$ cat config.mk
export PLATFORM = sky130hd
export DESIGN_NAME = wb_collector
export DESIGN_NICKNAME = d
export VERILOG_FILES = /design/src/rtl/wb_collector.sv
export SDC_FILE = /design/constraint.sdc
export NUM_CORES = 1
export LEC_CHECK = 0
export CAP_MARGIN = 20
export CORE_MARGIN = 4
export CORE_UTILIZATION = 57
export CTS_BUF_LIST = sky130_fd_sc_hd__clkbuf_16
export DETAILED_ROUTE_END_ITERATION = 10
export PLACE_DENSITY = 0.79
export REMOVE_ABC_BUFFERS = 1
export SYNTH_ARGS = -nofsm -noshare
export SYNTH_HDL_FRONTEND = slang
export SYNTH_SLANG_ARGS = --single-unit
$ cat constraint.sdc
create_clock -name clock -period 3.5 [get_ports clock]
set_input_delay 1.05 -clock clock [delete_from_list [all_inputs] [get_ports clock]]
set_output_delay 1.05 -clock clock [all_outputs]
set_load 0.005 [all_outputs]
$ cat src/rtl/wb_collector.sv
// Write-back collector: gathers results from NUM_SRC execution lanes into per-lane FIFOs and
// issues at most one write-back per cycle to the bypass buffer / register file.
//
// Ports:
//   clock, reset      clock and synchronous active-high reset
//   I_Stall           no issue while high
//   I_Full            downstream bypass buffer full; no issue while high
//   I_Res_Index[i]    lane i result destination, MSB is the valid bit
//   I_Res_Data[i]     lane i result data
//   O_Busy[i]         lane i FIFO full; lane must not present a result
//   O_WB_Index        registered write-back index, MSB is a one-cycle store strobe
//   O_WB_Data         write-back data, qualified by the O_WB_Index strobe
//   O_Empty           all FIFOs empty and no strobe pending
//   O_Overflow        sticky: a result was dropped at a full lane
module wb_collector #(
  parameter int unsigned NUM_SRC     = 2,
  parameter int unsigned QUEUE_DEPTH = 4,
  parameter int unsigned IDX_WIDTH   = 5,
  parameter int unsigned DATA_WIDTH  = 32
) (
  input  logic                                 clock,
  input  logic                                 reset,
  input  logic                                 I_Stall,
  input  logic                                 I_Full,
  input  logic [NUM_SRC-1:0][IDX_WIDTH:0]      I_Res_Index,
  input  logic [NUM_SRC-1:0][DATA_WIDTH-1:0]   I_Res_Data,
  output logic [NUM_SRC-1:0]                   O_Busy,
  output logic [IDX_WIDTH:0]                   O_WB_Index,
  output logic [DATA_WIDTH-1:0]                O_WB_Data,
  output logic                                 O_Empty,
  output logic                                 O_Overflow
);

  localparam int unsigned PtrW  = $clog2(QUEUE_DEPTH);
  localparam int unsigned CntW  = PtrW + 1;
  localparam int unsigned LaneW = (NUM_SRC > 1) ? $clog2(NUM_SRC) : 1;

  logic [IDX_WIDTH-1:0]  mem_idx_q  [NUM_SRC][QUEUE_DEPTH];
  logic [DATA_WIDTH-1:0] mem_data_q [NUM_SRC][QUEUE_DEPTH];
  logic [PtrW-1:0]       wr_q       [NUM_SRC];
  logic [PtrW-1:0]       rd_q       [NUM_SRC];
  logic [CntW-1:0]       cnt_q      [NUM_SRC];
  logic [LaneW-1:0]      rr_q, rr_d;
  logic                  wb_v_q;
  logic [IDX_WIDTH-1:0]  wb_idx_q;
  logic [DATA_WIDTH-1:0] wb_data_q;
  logic                  ovf_q;

  logic [NUM_SRC-1:0]    valid, busy, push, pop, nonempty;
  logic                  iss;
  logic                  win_found;
  logic [LaneW-1:0]      win_lane;
  int unsigned           scan_lane;

  always_comb begin
    for (int unsigned i = 0; i < NUM_SRC; i++) begin
      valid[i]    = I_Res_Index[i][IDX_WIDTH];
      busy[i]     = (cnt_q[i] == CntW'(QUEUE_DEPTH));
      nonempty[i] = (cnt_q[i] != '0);
      // Busy uses the pre-edge count, so a full lane rejects a push even if it pops this edge.
      push[i]     = valid[i] & ~busy[i];
    end
  end

  assign iss = ~I_Stall & ~I_Full & (|nonempty);

  // Round-robin scan starting at the RR pointer; first non-empty lane wins.
  always_comb begin
    win_found = 1'b0;
    win_lane  = '0;
    scan_lane = 0;
    for (int unsigned k = 0; k < NUM_SRC; k++) begin
      scan_lane = (32'(rr_q) + k) % NUM_SRC;
      if (!win_found && nonempty[scan_lane]) begin
        win_found = 1'b1;
        win_lane  = LaneW'(scan_lane);
      end
    end
  end

  always_comb begin
    for (int unsigned i = 0; i < NUM_SRC; i++) begin
      pop[i] = iss & (32'(win_lane) == i);
    end
    rr_d = rr_q;
    if (iss) begin
      rr_d = (32'(win_lane) == NUM_SRC - 1) ? '0 : win_lane + LaneW'(1);
    end
  end

  // Storage needs no reset: occupancy is tracked by the counts alone.
  always_ff @(posedge clock) begin
    for (int unsigned i = 0; i < NUM_SRC; i++) begin
      if (push[i]) begin
        mem_idx_q[i][wr_q[i]]  <= I_Res_Index[i][IDX_WIDTH-1:0];
        mem_data_q[i][wr_q[i]] <= I_Res_Data[i];
      end
    end
  end

  always_ff @(posedge clock) begin
    if (reset) begin
      for (int unsigned i = 0; i < NUM_SRC; i++) begin
        wr_q[i]  <= '0;
        rd_q[i]  <= '0;
        cnt_q[i] <= '0;
      end
      rr_q      <= '0;
      wb_v_q    <= 1'b0;
      wb_idx_q  <= '0;
      wb_data_q <= '0;
      ovf_q     <= 1'b0;
    end else begin
      for (int unsigned i = 0; i < NUM_SRC; i++) begin
        if (push[i]) wr_q[i] <= wr_q[i] + PtrW'(1);
        if (pop[i])  rd_q[i] <= rd_q[i] + PtrW'(1);
        cnt_q[i] <= cnt_q[i] + CntW'(push[i]) - CntW'(pop[i]);
      end
      rr_q   <= rr_d;
      wb_v_q <= iss;
      if (iss) begin
        wb_idx_q  <= mem_idx_q[win_lane][rd_q[win_lane]];
        wb_data_q <= mem_data_q[win_lane][rd_q[win_lane]];
      end
      ovf_q <= ovf_q | (|(valid & busy));
    end
  end

  assign O_Busy     = busy;
  assign O_WB_Index = {wb_v_q, wb_idx_q};
  assign O_WB_Data  = wb_data_q;
  assign O_Empty    = ~(|nonempty) & ~wb_v_q;
  assign O_Overflow = ovf_q;

endmodule
======== Word level (Yosys, flattened, before mapping) ========
Memories as Yosys holds them, arrays and structs flattened.
Cells that the tools add are included.
storage, ports and cells
  bits of input ports ..................... 80
  memories kept ........................... 5
  logic and storage cells ................. 109
  flip-flop bits (word level) ............. 40
  bits in writable memories ............... 310
  output and inout bits ................... 42
operators by class
  reduce and logical (&&, ||, !) cells .... 8
  $lt $le $gt $ge ......................... 7
  equal/unequal tests ..................... 2
  $add $sub $neg .......................... 10
  mux-type cells .......................... 47
  bitwise logic cells ..................... 25
memories
  name        depth  bits a word  rd ports  clocked after memory_dff  wr ports  line  RTL
  mem_data_q  2      128          1         0                         2         39    logic [DATA_WIDTH-1:0] mem_data_q [NUM_SRC][QUEUE_DEPTH];
  mem_idx_q   2      20           1         0                         2         38    logic [IDX_WIDTH-1:0] mem_idx_q [NUM_SRC][QUEUE_DEPTH];
  cnt_q       2      3            2         0                         2         42    logic [CntW-1:0] cnt_q [NUM_SRC];
  rd_q        2      2            3         0                         2         41    logic [PtrW-1:0] rd_q [NUM_SRC];
  wr_q        2      2            2         0                         2         40    logic [PtrW-1:0] wr_q [NUM_SRC];
operators by type and width
  cell                                                        count
  two-way mux 128 bit                                         2
  demux 32 bit (select 2 bit)                                 2
  two-way mux 32 bit                                          4
  binary-select mux 32 bit (select 2 bit)                     1
  two-way mux 20 bit                                          2
  two-way mux 1 bit                                           23
  demux 5 bit (select 2 bit)                                  2
  two-way mux 5 bit                                           4
  binary-select mux 5 bit (select 2 bit)                      1
  greater-or-equal comparator 3 bit, second input constant    3
  inverter 2 -> 3 bit                                         3
  adder 2 x 1 -> 2 bit, second input constant                 4
  two-way mux 2 bit                                           4
  bitwise AND 1 bit                                           7
  inverter 1 bit                                              7
  bitwise OR 1 bit                                            7
  adder 3 x 1 -> 3 bit                                        2
  equality test 3 bit, second input constant                  2
  less-than comparator 3 x 1 -> 1 bit, second input constant  2
  two-way mux 3 bit                                           2
  nonzero test 3 bit                                          2
  subtractor 3 x 1 -> 3 bit                                   2
  less-than comparator 1 x 2 -> 1 bit, second input constant  2
  OR reduction 2 bit                                          2
  other kinds (4)                                             7

======== Logic depth before layout (Yosys ltp) ========
Gate-level depths: netlist (run 1).
An unclocked memory read counts as a cell.
  depth after elaboration ................. 14
  gate-level depth with buffers ........... 11
  mapped depth without buffers ............ 10

======== Least setup slack after synthesis (run 1) ========
Ideal clock, no wire load.
  path kind ............................... input-to-reg
  start ................................... input I_Stall
  end ..................................... memory cnt_q[0][2] (netlist name)
  library setup time ...................... 0.128 ns
  buffers on the path ..................... 1
  setup slack ............................. 0.706 ns
  data arrival time ....................... 2.666 ns
  stages on the path ...................... 10
  required time ........................... 3.372 ns
  cell sequence ........................... a211oi_2 > buf_6 > and2_1 > ha_1 > inv_1 > ha_1 > fa_1 > xnor2_1 > xnor2_1 > nor2_1
RTL lines
  item             line  RTL
  start, declared  23    input logic I_Stall,
  end, declared    42

==> impl_metrics.csv, run 1 <==
group,metric,value,unit
route,drt_wl_total,27010,um
yosys,yosysTopAreaCell,"edfxtp_1",
sta,slew_viol_final,0,
clock_network,h-tree-depth,2,
clock_network,cts_buffers,36,
route,ant_nets,0,
yosys,synth_seq_cells,350,
final_layout,multi_input_area,0.003047,mm^2
sta,rsz0062_at_grt,"no",
yosys,synth_edf_count,304,
final_layout,seqCellArea,0.01005,mm^2
sta,max_freq,334.7,MHz
grt,grt_overflow,0,
pwr,power.density,697.1,mW/mm^2
clock_network,cts_resized,0,
setup_path,worstSetupStartpointType,"register",
setup_path,worstSetupEndpointType,"output pin",
sta,holdWs,501.1,ps
setup_path,crit_chain,"nor3_4 -> nand2_1 -> nor2_1 -> clkdlybuf4s50_1",
sta,period_share,85.36,%
grt,grt_max_degree,76,
yosys,postSynth.asyncResetShare,0,%
route,vias,6552,
pwr,pwr-share-comb,20.5,%
pwr,swShare,25.26,%
clock_network,hold_buffers,0,
sta,relSlewSlack,42.28,%
yosys,synth_cells,650,
floorplanning,coreArea,0.02285,mm^2
floorplanning,chipHeight,161.1,um
run,max_cap_viol_count,0,
place,gp_congestion,0.7242,
final_layout,layout-drive-gt1-share,19.07,%
yosys,syn_area,0.01335,mm^2
setup_path,slowest_stage,"clkdlybuf4s50_1",
setup_path,crit_arrival,1940,ps
place,dp_hpwl,15310,um
setup_path,worst-endpoint-required,2450,ps
final_layout,post-route-util,70.39,%
clock_network,tritoncts,"built",
sta,setup_viol,0,
floorplanning,die_area,0.02594,mm^2
floorplanning,ios,122,
sta,worstMarginPinSlew,865.8,ps
route,avgRoutedWirePerCell,23.97,um
yosys,synth_top_area_share,68.36,%
yosys,ys.flop_type,"edfxtp_1",
grt,antenna_found_initial,3,
final_layout,area_delta_synth_final,20.43,%
clock_network,clk_path_buf_depth,3,
yosys,yosysMostFrequentCell,"edfxtp_1",
setup_path,worst-path-max-fanout,4,
setup_path,criticalPathCategory,"reg2out",
setup_path,slowest_delay,510,ps
outcome,status,"finished, final reports clean",
grt,grt_pass1_wl,41700,um
pwr,p_sw,2.831,mW
yosys,synth_area_leaders,"edfxtp_1, mux4_2, dfxtp_1, mux2i_1, a211oi_1",
grt,grt_pass1_vias,7119,
pwr,p_int,8.379,mW
pwr,pwr-share-seq,47.4,%
clock_network,cts_sinks,350,
sta,hold_violations,0,
pwr,peakVddDrop,0.0004420,V
route,drc_errors,0,
sta,fin_crit,2987,ps
yosys,synth_top_cells_by_count,"edfxtp_1, mux4_2, nor2_1, dfxtp_1, mux2i_1",
route,drt_iter0_markers,494,
clock_network,clk_latency,490,ps
worst_hold_path,hold_class,"reg2reg",
grt,grt_usage,21.28,%
clock_network,cts_setup_buffers,0,
yosys,seq_area_frac_synth,75.26,%
place,io_buffers,121,
sta,clock_skew,10.21,ps
route,viasPerCell,5.814,
pwr,p_clk_share,32.1,%
final_layout,nFillCells,1453,
clock_network,path_clk_slew,60,ps
floorplanning,num_rows,55,
route,first_pass_iters,5,
yosys,ys_types,27,
pwr,leakage,5.424,nW
floorplanning,dieWidth,161.1,um
yosys,syn_avg_cell_area,20.54,um^2
final_layout,nets,882,
clock_network,cts_root_buf,"clkbuf_16",
floorplanning,initial_core_util,58.45,%
yosys,yosysWarnings,0,
metrics by stage:
stage,TNS [ps],setup slack (ps),area (um^2),total power [mW],instances
after detailed placement,0,143.2,14960,7.713,1063
final,0,512.5,16080,11.21,1127
after CTS,0,463.5,16080,11.34,1126
after floorplan,-17960,-1459,13120,6.790,613
after global placement,0,261.7,14960,7.606,1063
after global routing,0,415.3,16080,11.71,1127
layout by cell type, fill, tap and decap left out, drive strengths merged:
cell type / count
nor2: 47
clkdlybuf4s50: 120
ha: 12
nor2b: 6
a211oi: 38
buf: 17
mux2i: 37
o21bai: 3
and2: 11
inv: 24
bufinv: 3
dfxtp: 46
a211o: 1
nor3b: 2
mux4: 74
diode: 1
xnor2: 6
nand2: 1
or2: 3
edfxtp: 304
fa: 2
nor3: 6
o21ba: 1
clkinvlp: 2
clkbuf: 37
clkinv: 9
a221oi: 1
cells by family after synthesis:
logic type | after synthesis | share of synthesized area (%)
flip-flops | 350 | 75.26
multiplexers | 111 | 15.25
AND/OR/NAND/NOR | 76 | 2.867
buffers and inverters | 49 | 2.061
AO/OA/AOI/OAI | 44 | 2.745
adder cells (fa/ha/maj) | 14 | 1.424
XOR/XNOR | 6 | 0.3935
state kept, by name (all words and copies together) (netlist names):
register and count:
wr_q 4, O_WB_Data 32, mem_idx_q 40, wb_idx_q 5, rd_q 4, rr_q 1
O_Overflow 1, wb_v_q 1, cnt_q 6, mem_data_q 256
final timing paths:
path | slack, ps | cells after the start | endpoint | start
worst min register to register | 500 | 2 | O_WB_Data[4] | O_WB_Data[4]
worst min-delay path | 500 | 2 | O_WB_Data[4] | O_WB_Data[4]
worst max-delay path | 510 | 4 | O_Empty | cnt_q[0][1]
worst max register to register | 960 | 10 | cnt_q[0][5] | cnt_q[0][1]
power by group through the flow:
stage	logic (mW)	registers, mW	clock network [mW]
global placement	2.26	5.35	0
floorplan	1.32	5.46	0
finish	2.30	5.31	3.59
global route	2.50	5.35	3.86
detailed placement	2.32	5.39	0
CTS	2.35	5.32	3.68
area by class of cell:
class | count | share of cell area, %
clock buffers | 37 | 5.757
inverters | 12 | 0.2801
diodes | 1 | 0.01556
flip-flops and latches | 350 | 62.49
well taps | 313 | 2.435
repair buffers | 137 | 8.870
clock inverters | 26 | 1.206
multi-input cells | 251 | 18.94
per-layer routing:
metal	up-vias	global-route usage (%)	routed length, um
li1	2896	-	-
met1	3373	28.01	10710
met2	225	36.70	13880
met3	54	4.210	1745
met4	4	6.165	652
met5	-	0	27
critical path, delay by kind of cell, from the launching register on:
kind	cells	cell delay, ps
and+or+nand+nor	3	550
buffers and inverters	1	510
DFF	1	380
(Power assumes the default switching activity.)
==> inputs of run 2 (changes only) <==
--- a/config.mk
+++ b/config.mk
@@ -10,6 +10,7 @@
 export CORE_UTILIZATION = 57
 export CTS_BUF_LIST = sky130_fd_sc_hd__clkbuf_16
 export DETAILED_ROUTE_END_ITERATION = 10
+export GPL_TIMING_DRIVEN = 1
 export PLACE_DENSITY = 0.79
 export REMOVE_ABC_BUFFERS = 1
 export SYNTH_ARGS = -nofsm -noshare
==> results of run 2 <==
Same layout as run 1: the final DEF is identical, and so are final timing and power.
==> inputs of run 3 (changes only) <==
--- a/config.mk
+++ b/config.mk
@@ -5,7 +5,7 @@
 export SDC_FILE = /design/constraint.sdc
 export NUM_CORES = 1
 export LEC_CHECK = 0
-export CAP_MARGIN = 20
+export CAP_MARGIN = 0
 export CORE_MARGIN = 4
 export CORE_UTILIZATION = 57
 export CTS_BUF_LIST = sky130_fd_sc_hd__clkbuf_16
==> results of run 3 <==
Same layout as run 1: the final DEF is identical, and so are final timing and power.
==> RTL edit, RTL diff (flow settings as in run 1) <==
`QUEUE_DEPTH`: 4 -> 2.
--- a/src/rtl/wb_collector.sv
+++ b/src/rtl/wb_collector.sv
@@ -14,7 +14,7 @@
 //   O_Overflow        sticky: a result was dropped at a full lane
 module wb_collector #(
   parameter int unsigned NUM_SRC     = 2,
-  parameter int unsigned QUEUE_DEPTH = 4,
+  parameter int unsigned QUEUE_DEPTH = 2,
   parameter int unsigned IDX_WIDTH   = 5,
   parameter int unsigned DATA_WIDTH  = 32
 ) (
Formal check against the unedited RTL: not equivalent (Yosys sat finds a counterexample within 4 cycles, from zero or initial values and one cycle with reset high).
==> RTL edit against run 1 <==
- final area down 39%
- sequential cell count down 154
- register-to-register slack better by 0.33 ns
- synthesized area is 42% lower
- clock power shrank 42%
- sequential power down 41%
- die area down 40%
- total power decreased by 38%
- routed wire length is 37% lower
- setup slack better by 0.023 ns
- critical path type unchanged
- largest cell class unchanged
- highest routed layer is now met4
==> RTL edit: results <==
{
  "synthTopCellsByArea": "edfxtp_1 59%, dfxtp_1 11%, mux2i_1 9.5%, a32o_1 4.8%, nor2b_1 3.2%",
  "path_max_fanout": 6,
  "hold_start": "rr_q",
  "grtUsageTotal_pct": 22.29,
  "finalWirelength_mm": 16.98,
  "syn_area_per_cell_um2": 15.19,
  "grt_pass1_vias": 4964,
  "worst_slew_pin_slew_ns": 1.068,
  "antenna_found_initial": 0,
  "vdd_drop_max_mv": 0.4875,
  "leakage_nw": 3.399,
  "nets": 709,
  "ys_seq_area_share_pct": 70.17,
  "dpl_worst_slack_ns": 0.4576,
  "reg2reg_depth": 9,
  "fin_skew_ns": 0.01161,
  "whs_endpoint": "rr_q",
  "yosys.area.top_type": "edfxtp_1",
  "dp.cells": 782,
  "clock_path_buffers": 2,
  "clk-insertion-delay-late_ns": 0.44,
  "routabilityCongestion": 0.7470,
  "worstHoldPathType": "flop to flop",
  "critical_path.top_delay_family": "simple AND/OR/NAND/NOR gates",
  "diodes": 0,
  "r2r_slack_ns": 1.29,
  "first_pass_iters": 4,
  "cts_setup_buffers": 0,
  "grt_max_degree": 51,
  "crit_arrival_ns": 1.91,
  "r2r_end": "cnt_q[0][1]",
  "largest_reg_flops": 128,
  "hold_slack_ns": 0.4600,
  "synth_edf_count": 152,
  "drtIter0Drc": 396,
  "path_clk_slew_ns": 0.07,
  "hpwl_mm": 10.38,
  "status": "finished clean",
  "drive_above_1_share_pct": 8.464,
  "cts_buffers": 17,
  "vias": 4758,
  "ys_top_cells_by_count": "152 x edfxtp_1, 74 x mux2i_1, 44 x dfxtp_1",
  "synth_cell_type_count": 30,
  "h-tree-depth": 4,
  "grt_pass1_wl_mm": 26.74,
  "final_cells": 814,
  "placed_cell_area_um2": 9125
}
-- RTL edit: final cells by class --
type                    count  area (µm²)
flip-flops and latches    196        5445
inverters                   9       33.78
fillers                   841        3535
multi-input cells         267        2072
well taps                 176       220.2
repair buffers            134        1354
clock buffers              17       425.4
clock inverters            15       210.2
-- RTL edit: worst min-delay path, delay by kind of cell, from the launching register on --
kind	cells	cell delay (ns)
buf+inv	1	0.05
compound gates	1	0.05
flops	1	0.32
-- RTL edit: worst max path at each step --
stage	start	to	slack, ns	cells past startpoint
floorplan	I_Res_Index[11]	mem_data_q[1][32]	0.35	2
global placement	I_Full	cnt_q[0][3]	0.58	10
detailed placement	I_Full	cnt_q[0][3]	0.46	10
CTS	cnt_q[0][3]	O_Empty	0.51	3
global route	cnt_q[0][3]	O_Empty	0.39	3
finish	cnt_q[0][3]	O_Empty	0.54	3
-- RTL edit: logic make-up (layout without fill, tap and decap cells) --
logic type                 Yosys count  count (layout)  share of synthesized area [%]
and+or+nand+nor                    105             105                          7.707
DFF                                196             196                          70.17
buffers and inverters               48             175                          3.741
adders and majority gates            4               4                         0.6450
AOI/OAI and AO/OA                   82              82                          7.965
xor gates and xnor gates             2               2                         0.2258
muxes                               74              74                          9.545
-- RTL edit: report_power, final --
part | switching, mW | total, mW | internal, mW
Sequential | 0.182 | 3.13 | 2.95
Combinational | 1.02 | 1.78 | 0.754
Clock | 0.820 | 2.08 | 1.26
-- RTL edit: layer usage --
| metal | vias up | track usage (%) | wire [µm] |
|---|---|---|---|
| li1 | 2194 | - | - |
| met1 | 2358 | 28.41 | 6971 |
| met2 | 180 | 36.86 | 8608 |
| met3 | 26 | 6.261 | 1095 |
| met4 | 0 | 7.672 | 308 |
| met5 | - | 0 | 0 |
